File: src/rtl/window_spill_fill.sv
// window_spill_fill: moves one 16-word register window (locals + ins)
// between the windowed register file and a 64-byte memory save area.
// A spill reads each register and writes it to memory; a fill reads
// memory and writes each register back. Words go in ascending index order.
module window_spill_fill #(
    parameter int unsigned NWINDOWS = 8,
    parameter int unsigned ADDR_W   = 32,
    parameter int unsigned DATA_W   = 32
) (
    input  logic              clk,
    input  logic              reset,
    input  logic              start_spill,
    input  logic              start_fill,
    input  logic [4:0]        win,
    input  logic [ADDR_W-1:0] sp,
    output logic              busy,
    output logic              done,
    output logic              err,
    output logic              rf_rd_en,
    output logic              rf_wr_en,
    output logic [4:0]        rf_win,
    output logic [3:0]        rf_idx,
    output logic [DATA_W-1:0] rf_wr_data,
    input  logic [DATA_W-1:0] rf_rd_data,
    output logic              mem_req,
    output logic              mem_we,
    output logic [ADDR_W-1:0] mem_addr,
    output logic [DATA_W-1:0] mem_wdata,
    input  logic              mem_ready,
    input  logic              mem_rvalid,
    input  logic [DATA_W-1:0] mem_rdata
);

    typedef enum logic [2:0] {
        IDLE,
        SP_RD,
        SP_CAP,
        SP_MEM,
        FL_REQ,
        FL_WAIT,
        FL_WR,
        DONE
    } state_t;

    state_t            state_q, state_d;
    logic [3:0]        idx_q;
    logic [4:0]        win_q;
    logic [ADDR_W-1:0] sp_q;
    logic              err_q;
    logic [DATA_W-1:0] wdata_q;
    logic [DATA_W-1:0] rdata_q;

    logic start_any;
    logic start_ok;
    logic last_word;

    // A start is good only if exactly one kind is requested, the save area
    // is doubleword aligned and the window exists.
    assign start_any = start_spill | start_fill;
    assign start_ok  = (start_spill ^ start_fill) && (sp[2:0] == 3'b000) &&
                       (32'(win) < NWINDOWS);
    // Completion is decided by the index value, never by counter wrap.
    assign last_word = (idx_q == 4'd15);

    assign rf_win     = win_q;
    assign rf_idx     = idx_q;
    assign rf_wr_data = rdata_q;
    assign mem_wdata  = wdata_q;
    // Save-area slot address; wraps modulo 2^ADDR_W by construction.
    assign mem_addr   = sp_q + {{(ADDR_W-6){1'b0}}, idx_q, 2'b00};

    // State register with synchronous abort on reset.
    always_ff @(posedge clk) begin
        // NOTE: clocked blocks use non-blocking (<=) so every register sees
        // pre-edge values; blocking here makes results depend on block order.
        if (!reset) begin
            state_q <= IDLE;
        end else begin
            state_q <= state_d;
        end
    end

    // Next-state decode and per-state strobes.
    always_comb begin
        // NOTE: every signal written here gets a default first; any path that
        // left one unassigned would infer a latch.
        state_d  = state_q;
        busy     = 1'b0;
        done     = 1'b0;
        err      = 1'b0;
        rf_rd_en = 1'b0;
        rf_wr_en = 1'b0;
        mem_req  = 1'b0;
        mem_we   = 1'b0;
        case (state_q)
            IDLE: begin
                if (start_any) begin
                    if (!start_ok)        state_d = DONE;
                    else if (start_spill) state_d = SP_RD;
                    else                  state_d = FL_REQ;
                end
            end
            SP_RD: begin
                busy     = 1'b1;
                rf_rd_en = 1'b1;
                state_d  = SP_CAP;
            end
            SP_CAP: begin
                busy    = 1'b1;
                state_d = SP_MEM;
            end
            SP_MEM: begin
                busy    = 1'b1;
                mem_req = 1'b1;
                mem_we  = 1'b1;
                if (mem_ready) state_d = last_word ? DONE : SP_RD;
            end
            FL_REQ: begin
                busy    = 1'b1;
                mem_req = 1'b1;
                if (mem_ready) state_d = FL_WAIT;
            end
            FL_WAIT: begin
                busy = 1'b1;
                if (mem_rvalid) state_d = FL_WR;
            end
            FL_WR: begin
                busy     = 1'b1;
                rf_wr_en = 1'b1;
                state_d  = last_word ? DONE : FL_REQ;
            end
            DONE: begin
                // A rejected start never looks busy.
                busy    = !err_q;
                done    = 1'b1;
                err     = err_q;
                state_d = IDLE;
            end
            default: state_d = IDLE;
        endcase
    end

    // Operand latches, word index and the two data capture registers.
    always_ff @(posedge clk) begin
        // NOTE: datapath registers are reset as well, because they drive
        // output ports that must read zero after reset.
        if (!reset) begin
            idx_q   <= '0;
            win_q   <= '0;
            sp_q    <= '0;
            err_q   <= 1'b0;
            wdata_q <= '0;
            rdata_q <= '0;
        end else begin
            case (state_q)
                IDLE: begin
                    if (start_any) begin
                        err_q <= !start_ok;
                        if (start_ok) begin
                            win_q <= win;
                            sp_q  <= sp;
                            idx_q <= 4'd0;
                        end
                    end
                end
                SP_CAP:  wdata_q <= rf_rd_data;
                SP_MEM:  if (mem_ready && !last_word) idx_q <= idx_q + 4'd1;
                FL_WAIT: if (mem_rvalid) rdata_q <= mem_rdata;
                FL_WR:   if (!last_word) idx_q <= idx_q + 4'd1;
                default: ;
            endcase
        end
    end

endmodule

File: config.mk
export PLATFORM = sky130hd
export DESIGN_NAME = window_spill_fill
export DESIGN_NICKNAME = d
export VERILOG_FILES = /design/src/rtl/window_spill_fill.sv
export SDC_FILE = /design/constraint.sdc
export NUM_CORES = 1
export LEC_CHECK = 0
export ABC_AREA = 1
export CORE_ASPECT_RATIO = 1.4
export CORE_MARGIN = 2
export CORE_UTILIZATION = 43
export DETAILED_ROUTE_END_ITERATION = 16
export HOLD_SLACK_MARGIN = 0.06
export MAX_ROUTING_LAYER = met4
export PLACE_DENSITY = 0.83
export SLEW_MARGIN = 5
export SYNTH_ARGS = -nofsm -noshare
export SYNTH_HDL_FRONTEND = slang
export SYNTH_SLANG_ARGS = --single-unit
File: constraint.sdc
create_clock -name clk -period 2.4 [get_ports clk]
set_input_delay 0.24 -clock clk [delete_from_list [all_inputs] [get_ports clk]]
set_output_delay 0.24 -clock clk [all_outputs]
set_load 0.02 [all_outputs]
==> implementation parameters <==
Parameter                              Value

Routing
  Drt first-iter violations ... 208
  Vias per cell ... 4.874
  DRC Markers ... 0
  Overall via count from detail_route ... 5,396
  Detail-routed net length per standard cell ... ~14 µm
  Post-route ant nets ... 0
  Detailed-route wire length ... 15,550 µm
  Drt first pass iters ... 5

Final layout
  Fraction of layout cells with a size suffix above 1 ... 0.1049
  Post-route non-filler standard cell count ... 1,107
  Most common cell after layout, fill and taps aside ... clkdlybuf4s50_1
  Commonest non-fill, non-tap cells in the layout ... clkdlybuf4s50_1, nor2_1, dfxtp_1
  Fin util ... 0.6828
  Diode count ... 0
  Layout area overhead ... 53.63%
  Number of nets in the finished design ... 1,072

Global routing
  Initial antenna violation count ... 0
  Gr ovfl total ... 0
  Via count of the first global-routing pass ... 5,212
  Pin count of the biggest net entering global routing ... 65
  Total global-route track usage ... 0.2510
  First-pass GRT wire length ... between 20,000 and 25,000 µm

Power and ir drop
  Power density of the placed cells ... a little under 800 nW/µm²
  Clk network pwr share ... 0.245
  Switching Share ... 0.3494
  Reported net switching power ... 2.138 mW
  Power after layout ... 6.118 mW
  Internal ... about 4 mW
  Share of total power in combinational logic ... 0.380
  Largest vdd supply drop ... 486.5 µV
  Sequential power share ... 0.375
  Leakage Power ... 3.342 nW

Yosys
  Seq/Total Area, Yosys ... 0.4308
  Register bit total from synthesis ... 109
  Syn nets ... approximately 850
  Count of distinct cell types in the synthesized netlist ... 33
  Count of flip-flops with a built-in enable after synthesis ... 0
  Async S/R FF share, synth ... 0
  Yosys warning count ... 0
  Synthesized area per cell ... 6.910 µm²
  Instance count of the mapped netlist ... 733
  Most instantiated flip-flop cell in the synthesis netlist ... dfxtp_1
  Post-Synthesis Cell Area ... 5065 µm²

Run status
  Outcome ... complete, no violations

Clocking
  CTS Buffer Depth ... 2
  Hold buffer count at cts ... 0
  CTS tree ... yes
  Inserted Clock Buffers ... 9
  Count of clock tree sinks ... 109
  Clock root cell ... clkbuf_16
  Worst skew pair latency ... 340 ps
  Total number of H-tree levels ... 3
  Worst-path clk slew ... 80 ps

Hold path
  Class of the worst hold path ... reg2reg

Floorplanning
  Area inside the core boundary ... 11,400 µm²
  Top-level I/O count ... 219
  Die width ... 95.73 µm
  Floorplan row count ... 46
  Initial Utilization ... 0.4444
  Die Ht ... 132.4 µm
  Die area ... 12,680 µm²

Placement
  Inst Count DP ... 1,089
  Last weighted congestion value of the routability-driven placer ... 0.9448
  Post-DP HPWL ... 11,720 µm
  Port buffer count ... approximately 220

Worst setup path
  WP data required ... 2160 ps
  Startpoint-to-endpoint class of the critical path ... reg2out
  Worst Setup Start Kind ... register
  Critical Path AT ... 2130 ps
  Crit end category ... output pin
  Maximum net fanout on the critical path ... 4

Timing
  Total count of hold-check failures in the final report ... 0
  Slew @ Worst Pin ... between 500 and 600 ps
  Shortest period the worst path allows ... around 2400 ps
  Share of the clock period used by the worst path ... 0.9877
  Worst Clk Skew ... 12.08 ps
  Achievable frequency ... ~420 MHz
  Pins Over Slew Limit ... 0
  RSZ-0062 raised after global routing ... yes
  Setup violation total in the final timing report ... 0
  Tightest slew margin relative to the limit ... 0.6004

Flow run
  # Max-Cap Violations ... 0
kinds of logic after synthesis:
family / count (synthesis) / synth area share
xor+xnor: 21 / 0.03631
buf+inv: 116 / 0.09832
compound gates: 142 / 0.1420
simple gates: 338 / 0.2737
flops: 109 / 0.4308
fa+ha+maj: 7 / 0.01877
per-layer routing:
metal,part of all wire,wire [µm],global-route usage
met1,0.39,6139,0.2816
met2,0.50,7820,0.4355
met3,0.087,1346,0.06207
met4,0.016,244,0.06984
met5,0,0,-
power by group through the flow:
stage | sequential, mW | combinational [mW] | clock, mW
after floorplan | 2.61 | 0.928 | 0
after global placement | 2.32 | 2.30 | 0
after detailed placement | 2.33 | 2.33 | 0
after CTS | 2.29 | 2.34 | 1.55
after global routing | 2.33 | 2.54 | 1.62
final | 2.30 | 2.32 | 1.50
worst max-delay path, stage by stage, from the launching register on:
cell and delay, ps:
dfxtp_2 350, ha_4 150, inv_4 40, fa_2 390, o21ai_4 240, buf_6 140, nor2b_4 150, nand2_2 50
xor2_1 130, buf_4 160
through the flow:
stage	TNS [ps]	area (µm²)	hold slack, ps	setup slack, ps
floorplan	0	5072	374.9	12.27
CTS	-35.27	7821	411.8	-25.68
global placement	-1311	7492	414.9	-225.9
detailed placement	-1955	7492	419.7	-287.5
finish	0	7781	429.4	29.50
global route	-244.3	7781	453.6	-94.31
worst paths after layout:
kind	start	to	cells after the start	slack, ps
worst max-delay path	sp_q[2]	mem_addr[30]	9	30
worst min-delay path	sp_q[0]	sp_q[0]	2	430
worst max register to register	state_q[2]	err_q	7	640
worst min register to register	sp_q[0]	sp_q[0]	2	430
cells in the mapped netlist, drive strengths merged, types with 2 or more instances:
| master | n | share of area |
|---|---|---|
| nand3b | 3 | 0.0044 |
| or2 | 2 | 0.0030 |
| nor3 | 12 | 0.013 |
| dfxtp | 109 | 0.43 |
| a21oi | 37 | 0.037 |
| xor2 | 17 | 0.029 |
| nor2 | 183 | 0.14 |
| nand3 | 24 | 0.024 |
| ha | 6 | 0.015 |
| clkbuf | 18 | 0.013 |
| xnor2 | 4 | 0.0069 |
| nand4 | 7 | 0.0086 |
| nand2 | 105 | 0.078 |
| o21ai | 102 | 0.10 |
| inv | 83 | 0.062 |
| buf | 15 | 0.023 |
layout make-up:
type,instances,area (µm²)
multi-input cells,508,2482
well taps,144,180.2
clock buffers,11,232.7
inverters,83,316.6
clock inverters,5,67.56
repair buffers,247,2317
fillers,971,3615
flip-flops and latches,109,2185
sequential cells by signal, summed over array words and instances (netlist names):
name and cells:
state_q 3, sp_q 32, mem_wdata 32, rf_wr_data 32
rf_idx 4, rf_win 5, err_q 1
repair_timing:
action,4_1_cts,5_1_grt
gates cloned,0,0
hold endpoints to repair,0,0
resized for setup,91,50
setup buffers,0,2
setup endpoints to repair,28,26
pin swaps,1,4
Power figures use the tool's default switching activity.
